## src/rtl/cv32e40p_obi_pkg.sv

```systemverilog
`default_nettype none
// ============================================================================
// Module      : cv32e40p_obi_pkg
// Description : Shared types and bounds for the instruction OBI responder.
// Revision    : 1.0 - initial release
// ============================================================================
package cv32e40p_obi_pkg;

    localparam int unsigned c_MAX_OUTSTANDING_BOUND = 4;
    localparam int unsigned c_CNT_W                 = 3;

    typedef struct packed {
        logic [31:0] rdata;
        logic        err;
        logic [3:0]  delay;
    } rsp_entry_t;

    typedef enum logic [0:0] {
        ST_READY = 1'b0,
        ST_STALL = 1'b1
    } stall_state_t;

endpackage
`default_nettype wire

```

## src/rtl/cv32e40p_obi_rsp_fifo.sv

```systemverilog
`default_nettype none
// ============================================================================
// Module      : cv32e40p_obi_rsp_fifo
// Description : In-order OBI response queue with per-entry delay countdown.
// Revision    : 1.0 - initial release
// ============================================================================
module cv32e40p_obi_rsp_fifo
    import cv32e40p_obi_pkg::*;
#(
    parameter int unsigned DEPTH = 2
) (
    input  logic               clk,
    input  logic               rst,
    input  logic               i_push,
    input  logic               i_push_err,
    input  logic [3:0]         i_push_delay,
    input  logic [31:0]        i_mem_rdata,
    output logic               o_rvalid,
    output logic [31:0]        o_rdata,
    output logic               o_err,
    output logic [c_CNT_W-1:0] o_count
);

    rsp_entry_t         r_entry [c_MAX_OUTSTANDING_BOUND];
    logic [1:0]         r_wr_ptr;
    logic [1:0]         r_rd_ptr;
    logic [1:0]         r_cap_idx;
    logic               r_cap_pend;
    logic [c_CNT_W-1:0] r_count;
    rsp_entry_t         w_head;
    logic               w_pop;

    function automatic logic [1:0] ptr_inc(input logic [1:0] p);
        return (32'(p) == DEPTH - 1) ? 2'd0 : p + 2'd1;
    endfunction

    assign w_head   = r_entry[r_rd_ptr];
    assign w_pop    = (r_count != '0) && (w_head.delay == 4'd0);
    assign o_rvalid = w_pop;
    assign o_err    = w_pop & w_head.err;
    assign o_count  = r_count;

    // A zero-delay head is returned in the same cycle its memory data arrives.
    always_comb begin
        o_rdata = 32'h0;
        if (w_pop && !w_head.err) begin
            o_rdata = (r_cap_pend && (r_cap_idx == r_rd_ptr)) ? i_mem_rdata : w_head.rdata;
        end
    end

    always_ff @(posedge clk or posedge rst) begin
        if (rst) begin
            for (int i = 0; i < c_MAX_OUTSTANDING_BOUND; i++) begin
                r_entry[i] <= '0;
            end
            r_wr_ptr   <= 2'd0;
            r_rd_ptr   <= 2'd0;
            r_cap_idx  <= 2'd0;
            r_cap_pend <= 1'b0;
            r_count    <= '0;
        end else begin
            for (int i = 0; i < c_MAX_OUTSTANDING_BOUND; i++) begin
                if (r_entry[i].delay != 4'd0) begin
                    r_entry[i].delay <= r_entry[i].delay - 4'd1;
                end
            end
            if (r_cap_pend && !r_entry[r_cap_idx].err) begin
                r_entry[r_cap_idx].rdata <= i_mem_rdata;
            end
            if (i_push) begin
                r_entry[r_wr_ptr] <= '{rdata: 32'h0, err: i_push_err, delay: i_push_delay};
                r_wr_ptr          <= ptr_inc(r_wr_ptr);
            end
            if (w_pop) begin
                r_rd_ptr <= ptr_inc(r_rd_ptr);
            end
            r_cap_pend <= i_push;
            r_cap_idx  <= r_wr_ptr;
            case ({i_push, w_pop})
                2'b10:   r_count <= r_count + 1'b1;
                2'b01:   r_count <= r_count - 1'b1;
                default: r_count <= r_count;
            endcase
        end
    end

endmodule
`default_nettype wire

```

## src/rtl/cv32e40p_instr_obi_responder.sv

```systemverilog
`default_nettype none
// ============================================================================
// Module      : cv32e40p_instr_obi_responder
// Description : OBI instruction-fetch responder backed by a synchronous memory.
// Revision    : 1.0 - initial release
// ============================================================================
module cv32e40p_instr_obi_responder
    import cv32e40p_obi_pkg::*;
#(
    parameter int unsigned MAX_OUTSTANDING = 2,
    parameter logic [31:0] MEM_BASE        = 32'h0000_0000,
    parameter int unsigned MEM_AW          = 14
) (
    input  logic              clk,
    input  logic              rst,
    input  logic              instr_req_i,
    input  logic [31:0]       instr_addr_i,
    output logic              instr_gnt_o,
    output logic              instr_rvalid_o,
    output logic [31:0]       instr_rdata_o,
    output logic              instr_err_o,
    output logic              mem_req_o,
    output logic [MEM_AW-1:0] mem_addr_o,
    input  logic [31:0]       mem_rdata_i,
    input  logic [3:0]        cfg_gnt_stall_i,
    input  logic [3:0]        cfg_rsp_delay_i,
    output logic              busy_o
);

    // Window bounds are held in 33 bits so a window ending at 4 GiB does not wrap.
    localparam logic [32:0]        c_WIN_LO  = {1'b0, MEM_BASE};
    localparam logic [32:0]        c_WIN_HI  = c_WIN_LO + (33'd4 << MEM_AW);
    localparam logic [c_CNT_W-1:0] c_MAX_CNT = c_CNT_W'(MAX_OUTSTANDING);

    stall_state_t       r_state;
    logic [3:0]         r_stall_cnt;
    logic [c_CNT_W-1:0] w_count;
    logic               w_in_range;
    logic [31:0]        w_offset;

    assign w_in_range  = ({1'b0, instr_addr_i} >= c_WIN_LO) && ({1'b0, instr_addr_i} < c_WIN_HI);
    assign w_offset    = instr_addr_i - MEM_BASE;
    assign instr_gnt_o = instr_req_i && !rst && (w_count < c_MAX_CNT) && (r_stall_cnt == 4'd0);
    assign mem_req_o   = instr_gnt_o && w_in_range;
    assign mem_addr_o  = mem_req_o ? MEM_AW'(w_offset >> 2) : '0;
    assign busy_o      = (w_count != '0);

    always_ff @(posedge clk or posedge rst) begin
        if (rst) begin
            r_state     <= ST_READY;
            r_stall_cnt <= 4'd0;
        end else begin
            case (r_state)
                ST_READY: begin
                    if (instr_gnt_o && (cfg_gnt_stall_i != 4'd0)) begin
                        r_stall_cnt <= cfg_gnt_stall_i;
                        r_state     <= ST_STALL;
                    end
                end
                ST_STALL: begin
                    r_stall_cnt <= r_stall_cnt - 4'd1;
                    if (r_stall_cnt == 4'd1) begin
                        r_state <= ST_READY;
                    end
                end
                default: begin
                    r_state     <= ST_READY;
                    r_stall_cnt <= 4'd0;
                end
            endcase
        end
    end

    cv32e40p_obi_rsp_fifo #(
        .DEPTH(MAX_OUTSTANDING)
    ) u_rsp_fifo (
        .clk         (clk),
        .rst         (rst),
        .i_push      (instr_gnt_o),
        .i_push_err  (!w_in_range),
        .i_push_delay(cfg_rsp_delay_i),
        .i_mem_rdata (mem_rdata_i),
        .o_rvalid    (instr_rvalid_o),
        .o_rdata     (instr_rdata_o),
        .o_err       (instr_err_o),
        .o_count     (w_count)
    );

endmodule
`default_nettype wire

```

## config.mk

```make
export PLATFORM = sky130hd
export DESIGN_NAME = cv32e40p_instr_obi_responder
export DESIGN_NICKNAME = d
export VERILOG_FILES = /design/src/rtl/cv32e40p_obi_pkg.sv /design/src/rtl/cv32e40p_obi_rsp_fifo.sv /design/src/rtl/cv32e40p_instr_obi_responder.sv
export SDC_FILE = /design/constraint.sdc
export NUM_CORES = 1
export LEC_CHECK = 0
export BUFFER_PORTS_ARGS = -buffer_cell sky130_fd_sc_hd__buf_2
export CORE_MARGIN = 8
export CORE_UTILIZATION = 47
export DETAILED_ROUTE_END_ITERATION = 7
export GPL_ROUTABILITY_DRIVEN = 0
export PLACE_DENSITY = 0.64
export SYNTH_ARGS = -nofsm -noshare
export SYNTH_HDL_FRONTEND = slang
export SYNTH_SLANG_ARGS = --single-unit
```

## constraint.sdc

```tcl
create_clock -name clk -period 12.3 [get_ports clk]
set_clock_uncertainty 0.2 [all_clocks]
set_input_delay 2.46 -clock clk [delete_from_list [all_inputs] [get_ports clk]]
set_output_delay 2.46 -clock clk [all_outputs]
set_load 0.01 [all_outputs]
```

Word-level counts from Yosys, hierarchy flattened

Cells that the tools add are included.

Memories: 0
Word-level logic and storage cells: 100
Memory bits (writable): 0
Register bits after elaboration: 163
Input bits: 75
Latch bits: 0
Bits in read-only memories: 0
Output and inout port bits: 51

$mul: 0
Bitwise operators: 5
Equality and inequality tests: 7
Add/subtract/negate cells: 9
$lt $le $gt $ge: 7
Shift operators: 0
Muxes and demuxes: 29
Reduce and logical (&&, ||, !) cells: 24
Divide/modulo/power cells: 0

Operator list:

| kind                   | count |
|---|---|
| $bwmux W148            | 2 |
| $mux W148              | 2 |
| $bmux W37 S2           | 2 |
| $demux W37 S2          | 2 |
| $mux W37               | 4 |
| $mux W32               | 2 |
| $lt A32 B17 Y1 const B | 1 |
| $mux W4                | 5 |
| $reduce_bool A4 Y1     | 5 |
| $sub A4 B1 Y4 const B  | 5 |
| $mux W14               | 1 |
| $logic_and A1 B1 Y1    | 11 |
| $mux W5                | 2 |
| $ge A3 B3 Y1 const B   | 3 |
| $not A2 Y3             | 3 |
| $logic_not A4 Y1       | 2 |
| $pmux W4 S2            | 1 |
| $eq A2 B1 Y1 const B   | 3 |
| $lt A3 B1 Y1 const B   | 2 |
| $pmux W3 S2            | 1 |
| $add A2 B1 Y2 const B  | 2 |
| $eq A4 B1 Y1 const B   | 1 |
| $logic_not A1 Y1       | 4 |
| $mux W2                | 2 |
| other kinds (12)       | 13 |

Logic depth before layout (Yosys ltp)

Gate-level depths: netlist of run 1.

Depth after elaboration: 9
Depth in mapped cells: 12

Modules after synthesis

From an unflattened synthesis of run 1, not the netlist that was laid out.

Cells, all modules: 897
Area total of the unflattened synthesis: 8600.7 µm²

By module, submodules not included:

| module                       | area an instance (µm²) | cells an instance | times used | sequential area each (µm²) |
|---|---|---|---|---|
| cv32e40p_obi_rsp_fifo        | 8022.7                 | 823               | 1          | 3953.8 |
| cv32e40p_instr_obi_responder | 578.1                  | 74                | 1          | 125.1 |

Worst setup path before layout of run 1

No wires, ideal clock.

Kind: input to output
Start: in instr_addr_i[29]
End: out mem_addr_o[10]
Stages on the path: 5
Arrival time: 3.555 ns
Data required time: 9.640 ns
Setup slack: 6.085 ns
Cell sequence: nor4_1 > and4_1 > clkbuf_1 > clkbuf_1 > and3_1

Cells in the longest elaborated chain, start to end: 3

Ends and longest elaborated chain:

| what                | RTL line                           | RTL |
|---|---|---|
| start: declaration  | cv32e40p_instr_obi_responder.sv:17 | `input logic [31:0] instr_addr_i,` |
| $lt A32 B17 Y1      | cv32e40p_instr_obi_responder.sv:41 | `assign w_in_range = ({1'b0, instr_addr_i} >= c_WIN_LO) && ({1'b0, instr_addr_i} < c_WIN_HI);` |
| $logic_and A1 B1 Y1 | cv32e40p_instr_obi_responder.sv:44 | `assign mem_req_o = instr_gnt_o && w_in_range;` |
| $mux W14            | cv32e40p_instr_obi_responder.sv:45 | `assign mem_addr_o = mem_req_o ? MEM_AW'(w_offset >> 2) : '0;` |
| end: declaration    | cv32e40p_instr_obi_responder.sv:23 | `output logic [MEM_AW-1:0] mem_addr_o,` |

No other way between the ends.

Final worst setup path of run 1

Start: in rst
End: out mem_addr_o[8]

Cells in the longest elaborated chain, start to end: 6

Ends and longest elaborated chain:

| what                             | RTL line                           | RTL |
|---|---|---|
| start: declaration               | cv32e40p_instr_obi_responder.sv:15 | `input logic rst,` |
| $logic_not A1 Y1 (no line)       | n/a                                |  |
| $logic_and A1 B1 Y1 (3 in a row) | cv32e40p_instr_obi_responder.sv:43 | `assign instr_gnt_o = instr_req_i && !rst && (w_count < c_MAX_CNT) && (r_stall_cnt == 4'd0);` |
| $logic_and A1 B1 Y1              | cv32e40p_instr_obi_responder.sv:44 |  |
| $mux W14                         | cv32e40p_instr_obi_responder.sv:45 |  |

No other way between the ends.

==> results.yml, run 1 <==
run_status:
  status: "completed"
sta:
  setup_tns_ps: 0
  finalCriticalPeriod_ps: 6740
  drv_slew: 0
  max_freq_mhz: 148
  finalSetupViolations: 0
  rsz0062_at_grt: "no"
  post-route-period-util: 0.548
  holdWs_ps: 307
  hold_viol_final: 0
  max_slew_margin: 0.341
  worstMarginPinSlew_ps: 981
cells_and_area:
  nets: 1068
  fin_area_um2: 9840
  diodes: 0
  drive_gt1_frac: 0.234
  final_util: 0.550
  syn_to_final_growth_pct: 14.9
route:
  drt_iter0_markers: 484
  vias: 6918
  dr.pass1.iters: 5
  postRouteAntennaNets: 0
  wl_met2_mm: 11.4
  routedWlPerCell_um: 19.2
  drc: 0
  wl_mm: 23.5
  wl_met1_mm: 10.5
  wl_met3_mm: 1.44
  via_per_inst: 5.66
  top_layer: "met5"
worst_hold_path:
  hold_class: "reg2reg"
clock_network:
  numCtsBuffers: 17
  cts_resized: 0
  root_buffer: "clkbuf_16"
  path_clk_slew_ps: 60
  cts_tree: "yes"
  insertion_delay_ps: 420
  cts_sinks: 163
  postCtsHoldBufs: 0
  clk_path_buf_depth: 2
  cts-htree-levels: 4
  cts_setup_buffers: 0
logic_synthesis:
  synth_warnings: 0
  ys_seq_elements: 163
  seq_area_frac_synth: 0.476
  synth_area_um2: 8570
  syn_nets: 973
  synthDistinctLibCells: 53
  synthFlopType: "dfrtp_1"
  synth-edff-count: 0
  async_reset_ff_frac: 1.00
  syn_inst: 889
  syn_avg_cell_area_um2: 9.64
placed_design:
  place_area_um2: 9280
  port_buffers: 123
  place_hpwl_mm: 13.9
global_routing:
  antenna_found_initial: 1
  grt_util_all_layers: 0.213
  grt_pass1_wl_mm: 37.8
  grt_max_degree: 90
  grt_pass1_vias: 7077
  overflow: 0
flow_run:
  drv_cap: 0
floorplan:
  io_pins: 126
  initial_utilization: 0.479
  dieHeight_um: 151
  fp-row-count: 49
  die_area_um2: 22800
  die-width_um: 151
  coreArea_um2: 17900
power_and_ir_drop:
  ir_drop_mv: 0.0970
  power.density_nw_per_um2: 168
  total_power_mw: 1.66
  power_leakage_nw: 4.57
worst_setup_path:
  arrival_ps: 4080
  max_stage_delay_ps: 620
  critPathKind: "in2out"
  crit_chain: "buf_2, nand3b_1, nor2_1, buf_4, and3_1, buf_2"
  crit_top_cell: "buf_2"
  worst-path-max-fanout: 13
  path_delay_family: "simple AND/OR/NAND/NOR gates"
  required_ps: 9640
  start_kind: "primary input"
  crit_path_end_kind: "output pin"
  path_buf_inv: 3
  cpMaxStageDelayCell: "nor2_1"
==> logic make-up (layout without fill, tap and decap cells) <==
logic type                 count (synthesis)  in the layout  share of synthesized area
AOI/OAI and AO/OA                        170            170                      0.113
xor gates and xnor gates                  10             10                     0.0102
adders and majority gates                  9              9                     0.0140
buffers and inverters                     86            190                     0.0529
DFF                                      163            163                      0.476
muxes                                     78             78                      0.144
and+or+nand+nor                          373            373                      0.189
==> cell usage in the layout (no fill, tap or decap), types with 6 or more instances in the layout <==
master / count
a21oi_2: 14
mux4_2: 24
clkbuf_16: 17
xnor2_1: 8
mux4_1: 9
buf_2: 123
dfrtp_1: 162
inv_1: 19
o21ai_0: 18
mux2i_1: 39
nand2_1: 278
a21oi_1: 122
nor2_1: 38
and3_1: 15
buf_4: 19
mux2_2: 6
ha_1: 8
==> layout make-up <==
| type | count | area (um^2) |
|---|---|---|
| fill | 1642 | 8060 |
| sequential | 163 | 4080 |
| multi-input combinational | 640 | 4070 |
| timing repair buffer | 142 | 758 |
| clock buffer | 22 | 484 |
| tap | 229 | 287 |
| clock inverter | 6 | 80.1 |
| inverter | 20 | 80.1 |
==> through the flow <==
stage          worst slack [ps]  instances
6_report                   5560       1222
4_1_cts                    5530       1222
2_1_floorplan              5240        889
5_1_grt                    5380       1222
3_3_place_gp               5570       1194
3_5_place_dp               5530       1194
==> registers in the layout (all words and copies together), names as in the netlist <==
signal and count:
u_rsp_fifo.r_cap_pend 1, u_rsp_fifo.r_rd_ptr 2, u_rsp_fifo.o_count 3, r_state 1
r_stall_cnt 4, u_rsp_fifo.r_entry 148, u_rsp_fifo.r_cap_idx 2, u_rsp_fifo.r_wr_ptr 2
==> metal layers <==
| metal | vias to the layer above | track usage |
|---|---|---|
| li1 | 3212 | - |
| met1 | 3482 | 0.284 |
| met2 | 208 | 0.352 |
| met3 | 14 | 0.0469 |
| met4 | 2 | 0.0460 |
| met5 | - | 0 |
==> synthesized netlist by cell type, drive strengths merged (2+ instances only) <==
cell type | instances | share of area
nor3b | 3 | 0.0026
or4 | 3 | 0.0031
or3b | 3 | 0.0031
nor4b | 2 | 0.0028
ha | 8 | 0.012
o21ai | 18 | 0.011
nor3 | 6 | 0.0035
or3 | 5 | 0.0039
nand2 | 278 | 0.12
and3 | 15 | 0.011
a31oi | 5 | 0.0037
and4 | 3 | 0.0031
xnor2 | 8 | 0.0082
nand3 | 2 | 0.0012
xor2 | 2 | 0.0020
mux2i | 39 | 0.046
buf | 25 | 0.020
clkbuf | 41 | 0.024
a21oi | 136 | 0.086
inv | 20 | 0.0088
mux2 | 6 | 0.0079
a21o | 2 | 0.0018
dfrtp | 163 | 0.48
nor4 | 7 | 0.0086
and2 | 2 | 0.0015
mux4 | 33 | 0.091
nor2 | 38 | 0.017
==> power breakdown <==
group,switching (mW),total [mW],internal (mW),leakage (nW)
Combinational,0.223,0.444,0.221,2.46
Clock,0.207,0.522,0.315,0.283
Sequential,0.0681,0.692,0.624,1.82
Total,0.498,1.66,1.16,4.57
==> worst paths after layout <==
kind	from	cells past startpoint	end	slack, ps
min in group asynchronous	rst	2	r_stall_cnt[3]	2040
setup / recovery	rst	6	mem_addr_o[8]	5560
setup reg to reg	u_rsp_fifo.r_rd_ptr[1]	10	u_rsp_fifo.o_count[2]	9080
hold reg to reg	u_rsp_fifo.o_count[0]	1	u_rsp_fifo.o_count[0]	310
max in group asynchronous	rst	3	u_rsp_fifo.r_rd_ptr[0]	8310
hold / removal	u_rsp_fifo.o_count[0]	1	u_rsp_fifo.o_count[0]	310
==> worst reg2reg max path, delay by kind of cell (launching register included) <==
family                     cells  cell delay [ps]
xor gates and xnor gates       2              300
DFF                            1              870
and+or+nand+nor                1              110
buffers and inverters          3              710
AOI/OAI and AO/OA              2              380
adders and majority gates      2              570
(Power assumes the default switching activity.)
==> run 2, diff against run 1 <==
ABC_AREA = 1   (was not set)
PLACE_DENSITY = 0.66   (was 0.64)
clock period = 6.1 ns   (was 12.3 ns; I/O delays follow)
==> results.yml, run 2 <==
logic_synthesis:
  syn_avg_cell_area_um2: 6.61
  seq_area_frac_synth: 0.428
  synthDistinctLibCells: 30
  synthFlopType: "dfrtp_1"
  synth_warnings: 0
  ys_top_cells_by_count: "nand2_1 (431), nor2_1 (353), inv_1 (186)"
  yosys-top-cells-area: "dfrtp_1 (43%), nand2_1 (17%), nor2_1 (14%)"
  ys_seq_elements: 163
  synth-edff-count: 0
  async_reset_ff_frac: 1.00
  netlist.area_leader.share: 0.428
  synth_area_um2: 9520
  syn_inst: 1440
  yosysTopAreaCell: "dfrtp_1"
  yosysMostFrequentCell: "nand2_1"
  syn_nets: 1524
power_and_ir_drop:
  total_power_mw: 2.27
  sw_frac_of_total: 0.211
  clkPwrFrac: 0.495
  power.density_nw_per_um2: 211
  combPwrFrac: 0.029
  cell_internal_pwr_mw: 1.79
  p_switching_uw: 478
  power_leakage_nw: 6.45
  ir_drop_mv: 0.197
  p_seq_frac: 0.477
floorplan:
  initial_utilization: 0.475
  dieHeight_um: 158
  die_area_um2: 25100
  coreArea_um2: 20000
  fp-row-count: 52
  die-width_um: 158
  io_pins: 126
worst_setup_path:
  rr_worst_depth: 11
  start_kind: "register"
  crit_path_end_kind: "output pin"
  worst-path-max-fanout: 103
  required_ps: 4680
  critPathKind: "reg2out"
  rr_startpoint: "u_rsp_fifo.r_rd_ptr[0]"
  max_stage_delay_ps: 810
  cpMaxStageDelayCell: "nand4_2"
  rrSetupSlack_ps: 2900
  path_delay_family: "simple AND/OR/NAND/NOR gates"
  path_buf_inv: 2
  arrival_ps: 3450
  crit_chain: "buf_4, nand4_1, nand3_1, nand4_2, nor2_1, buf_2"
  reg2reg_to: "u_rsp_fifo.o_count[2]"
sta:
  max_slew_margin: 0.225
  max_freq_mhz: 205
  hold_viol_final: 0
  fin_ws_ps: 1230
  post-route-period-util: 0.798
  setup_tns_ps: 0
  drv_slew: 0
  worstMarginPinSlew_ps: 1160
  finalCriticalPeriod_ps: 4870
  rsz0062_at_grt: "no"
  holdWs_ps: 226
  finalSetupViolations: 0
flow_run:
  drv_cap: 0
cells_and_area:
  drive_gt1_frac: 0.119
  regMostFlops: "u_rsp_fifo.r_entry"
  syn_to_final_growth_pct: 12.7
  final_common_cell: "nand2_1"
  diodes: 0
  final_util: 0.535
  layout_common_cells: "nand2_1 (431), nor2_1 (353), inv_1 (184), dfrtp_1 (162), buf_2 (123)"
  nets: 1601
  largest_reg_flops: 148
global_routing:
  grt_pass1_vias: 8334
  grt_util_all_layers: 0.197
  antenna_found_initial: 2
  grt_max_degree: 104
  grt_pass1_wl_mm: 39.6
  overflow: 0
clock_network:
  cts_tree: "yes"
  root_buffer: "clkbuf_16"
  clk_path_buf_depth: 2
  path_clk_slew_ps: 60
  cts_resized: 0
  insertion_delay_ps: 430
  cts-htree-levels: 4
  cts_sinks: 163
  cts_setup_buffers: 0
  numCtsBuffers: 17
  postCtsHoldBufs: 0
worst_hold_path:
  hold-path-endpoint: "u_rsp_fifo.r_cap_idx[1]"
  hold_class: "reg2reg"
  min_from: "u_rsp_fifo.r_wr_ptr[1]"
  min_path_cells: 0
placed_design:
  place_ws_ps: 1360
  port_buffers: 123
  place_hpwl_mm: 13.7
route:
  vias: 8540
  postRouteAntennaNets: 0
  routedWlPerCell_um: 13.1
  via_per_inst: 4.75
  drc: 0
  drt_iter0_markers: 535
  wl_mm: 23.5
  dr.pass1.iters: 6
run_status:
  status: "completed"
[run 2: changes by cell type in the layout (fill, tap and decap cells not counted), moves of 39 or more]
cell / change
a21oi_1: -71
mux2i_1: -39
inv_1: +165
nand2_1: +153
nand3_1: +50
nor2_1: +315
o21ai_0: +60
[run 2: cells by family (layout without fill, tap and decap cells)]
family	Yosys count	count (layout)	share of synthesized area
AOI/OAI and AO/OA	138	138	0.0730
xor gates and xnor gates	9	9	0.00828
adders and majority gates	9	9	0.0126
buffers and inverters	262	351	0.119
DFF	163	163	0.428
and+or+nand+nor	859	859	0.359
[run 2: area by class of cell]
| cell class | instances | area, um^2 |
|---|---|---|
| clock buffer | 20 | 447 |
| fill | 2056 | 9310 |
| tap | 270 | 338 |
| timing repair buffer | 131 | 676 |
| sequential | 163 | 4080 |
| multi-input combinational | 1015 | 4320 |
| clock inverter | 11 | 160 |
| inverter | 189 | 713 |
[run 2: worst max-delay path by stage]
| stage | startpoint | to | slack [ps] | cells past startpoint |
|---|---|---|---|---|
| 2_1_floorplan | rst | mem_req_o | 130 | 7 |
| 3_3_place_gp | rst | mem_addr_o[13] | 1420 | 7 |
| 3_5_place_dp | rst | mem_addr_o[13] | 1360 | 7 |
| 4_1_cts | u_rsp_fifo.r_rd_ptr[0] | instr_rdata_o[29] | 1120 | 6 |
| 5_1_grt | u_rsp_fifo.r_rd_ptr[0] | instr_rdata_o[29] | 830 | 6 |
| 6_report | u_rsp_fifo.r_rd_ptr[0] | instr_rdata_o[29] | 1230 | 6 |
[run 2: stage by stage]
step / area [um^2] / std cells
6_report: 10700 / 1799
5_1_grt: 10700 / 1799
3_5_place_dp: 10100 / 1768
3_3_place_gp: 10100 / 1768
2_1_floorplan: 9530 / 1440
4_1_cts: 10700 / 1799
[run 2: power by group through the flow]
| stage | clock, mW | combinational, mW | sequential, mW |
|---|---|---|---|
| after floorplan | 0 | 0.0207 | 1.10 |
| after global placement | 0 | 0.0677 | 1.10 |
| after detailed placement | 0 | 0.0677 | 1.10 |
| after CTS | 1.14 | 0.0679 | 1.08 |
| after global routing | 1.18 | 0.0747 | 1.08 |
| final | 1.12 | 0.0653 | 1.08 |
[run 2: per-layer routing]
metal  vias to the layer above  track usage  routed length (um)
li1                       4466            -                   -
met1                      3847        0.244               10600
met2                       203        0.341               11100
met3                        20       0.0475                1560
met4                         4       0.0494                 212
met5                         -            0                  25
[run 2: worst register-to-register path: stages, from the launching register on]
cell and delay, ps:
dfrtp_2 350, buf_4 800, nand4_1 240, nand3_1 230, nand3_1 160, inv_1 130, ha_1 150, inv_1 60
fa_1 370, a21oi_1 140, o21ai_0 110, xnor2_1 140
==> run 3, diff against run 2 <==
clock period = 4.3 ns   (was 6.1 ns; I/O delays follow)
==> results.yml, run 3 (same netlist as run 2, synthesis figures left out) <==
run_status:
  status: "completed"
cells_and_area:
  final_util: 0.538
  stdcell_count: 1803
  diodes: 0
  final_common_cell: "nand2_1"
  layout_common_cells: "nand2_1 (431), nor2_1 (353), inv_1 (183), dfrtp_1 (162), buf_2 (123)"
  regMostFlops: "u_rsp_fifo.r_entry"
  syn_to_final_growth_pct: 13.2
  largest_reg_flops: 148
  drive_gt1_frac: 0.124
  nets: 1605
  fill_cells: 2052
floorplan:
  io_pins: 126
  dieHeight_um: 158
  fp-row-count: 52
  initial_utilization: 0.475
  coreArea_um2: 20000
  die-width_um: 158
  die_area_um2: 25100
sta:
  drv_slew: 0
  rsz0062_at_grt: "no"
  setup_tns_ps: 0
  finalSetupViolations: 0
  worstMarginPinSlew_ps: 918
  hold_viol_final: 0
  max_slew_margin: 0.388
  holdWs_ps: 220
  post-route-period-util: 0.859
  finalCriticalPeriod_ps: 3700
  max_freq_mhz: 271
power_and_ir_drop:
  p_switching_uw: 674
  ir_drop_mv: 0.218
  cell_internal_pwr_mw: 2.47
  power_leakage_nw: 6.46
  power.density_nw_per_um2: 292
  sw_frac_of_total: 0.214
  combPwrFrac: 0.029
  p_seq_frac: 0.487
  clkPwrFrac: 0.483
global_routing:
  grt_pass1_wl_mm: 40.5
  overflow: 0
  grt_max_degree: 164
  grt_pass1_vias: 8446
  grt_util_all_layers: 0.202
  antenna_found_initial: 1
clock_network:
  cts-htree-levels: 4
  insertion_delay_ps: 420
  postCtsHoldBufs: 0
  numCtsBuffers: 17
  clk_path_buf_depth: 2
  cts_resized: 0
  cts_tree: "yes"
  path_clk_slew_ps: 60
  cts_sinks: 163
  cts_setup_buffers: 0
  root_buffer: "clkbuf_16"
route:
  routedWlPerCell_um: 13.1
  dr.pass1.iters: 5
  drc: 0
  vias: 8574
  drt_iter0_markers: 589
  via_per_inst: 4.76
  wl_mm: 23.7
  postRouteAntennaNets: 0
worst_hold_path:
  min_path_cells: 0
  hold_class: "reg2reg"
  hold-path-endpoint: "u_rsp_fifo.r_cap_idx[1]"
  min_from: "u_rsp_fifo.r_wr_ptr[1]"
worst_setup_path:
  required_ps: 3240
  reg2reg_to: "u_rsp_fifo.r_entry[119]"
  crit_path_end_kind: "output pin"
  rr_worst_depth: 8
  arrival_ps: 2640
  rrSetupSlack_ps: 1230
  start_kind: "register"
  rr_startpoint: "r_stall_cnt[1]"
  critPathKind: "reg2out"
  worst-path-max-fanout: 60
placed_design:
  dpl.cell_count: 1772
  place_hpwl_mm: 14.4
  port_buffers: 123
flow_run:
  drv_cap: 0
run 3: worst max path at each step:
stage	cells past startpoint	start	slack (ps)	end
after floorplan	7	rst	-890	mem_req_o
after global placement	8	rst	840	u_rsp_fifo.r_entry[116]
after detailed placement	8	rst	810	u_rsp_fifo.r_entry[127]
after CTS	8	u_rsp_fifo.r_rd_ptr[0]	570	instr_rdata_o[27]
after global routing	8	u_rsp_fifo.r_rd_ptr[0]	370	instr_rdata_o[11]
final	7	u_rsp_fifo.r_rd_ptr[0]	600	instr_rdata_o[27]
run 3: worst max-delay path: stages (launching register included):
cell,delay [ps]
dfrtp_2,520
buf_4,570
nand4_1,230
nand3_1,210
nand4_2,90
buf_4,280
nor2_1,160
buf_2,150
run 3: per-layer routing:
metal,GRT usage,up-vias,part of all wire
li1,-,4470,-
met3,0.0380,28,0.048
met1,0.253,3892,0.47
met5,0,-,0.00055
met2,0.343,182,0.47
met4,0.0687,2,0.015
run 3: stage by stage:
step / setup slack, ps / area [um^2] / power (mW)
4_1_cts: 567 / 10800 / 3.19
5_1_grt: 375 / 10800 / 3.26
6_report: 604 / 10800 / 3.15
2_1_floorplan: -886 / 9670 / 1.59
3_3_place_gp: 837 / 10200 / 1.66
3_5_place_dp: 808 / 10200 / 1.66
run 3: area by class of cell:
| type | count | area [um^2] | share of cell area |
|---|---|---|---|
| clock buffers | 23 | 488 | 0.0453 |
| clock inverters | 8 | 101 | 0.00940 |
| inverters | 189 | 713 | 0.0661 |
| multi-input cells | 1015 | 4340 | 0.403 |
| flip-flops and latches | 163 | 4080 | 0.378 |
| well taps | 270 | 338 | 0.0313 |
| repair buffers | 135 | 718 | 0.0666 |
run 3: power groups by stage:
| stage | clock, mW | combinational [mW] | sequential [mW] |
|---|---|---|---|
| floorplan | 0 | 0.0294 | 1.56 |
| global placement | 0 | 0.0963 | 1.56 |
| detailed placement | 0 | 0.0956 | 1.56 |
| CTS | 1.56 | 0.0957 | 1.53 |
| global route | 1.62 | 0.107 | 1.53 |
| finish | 1.52 | 0.0926 | 1.53 |
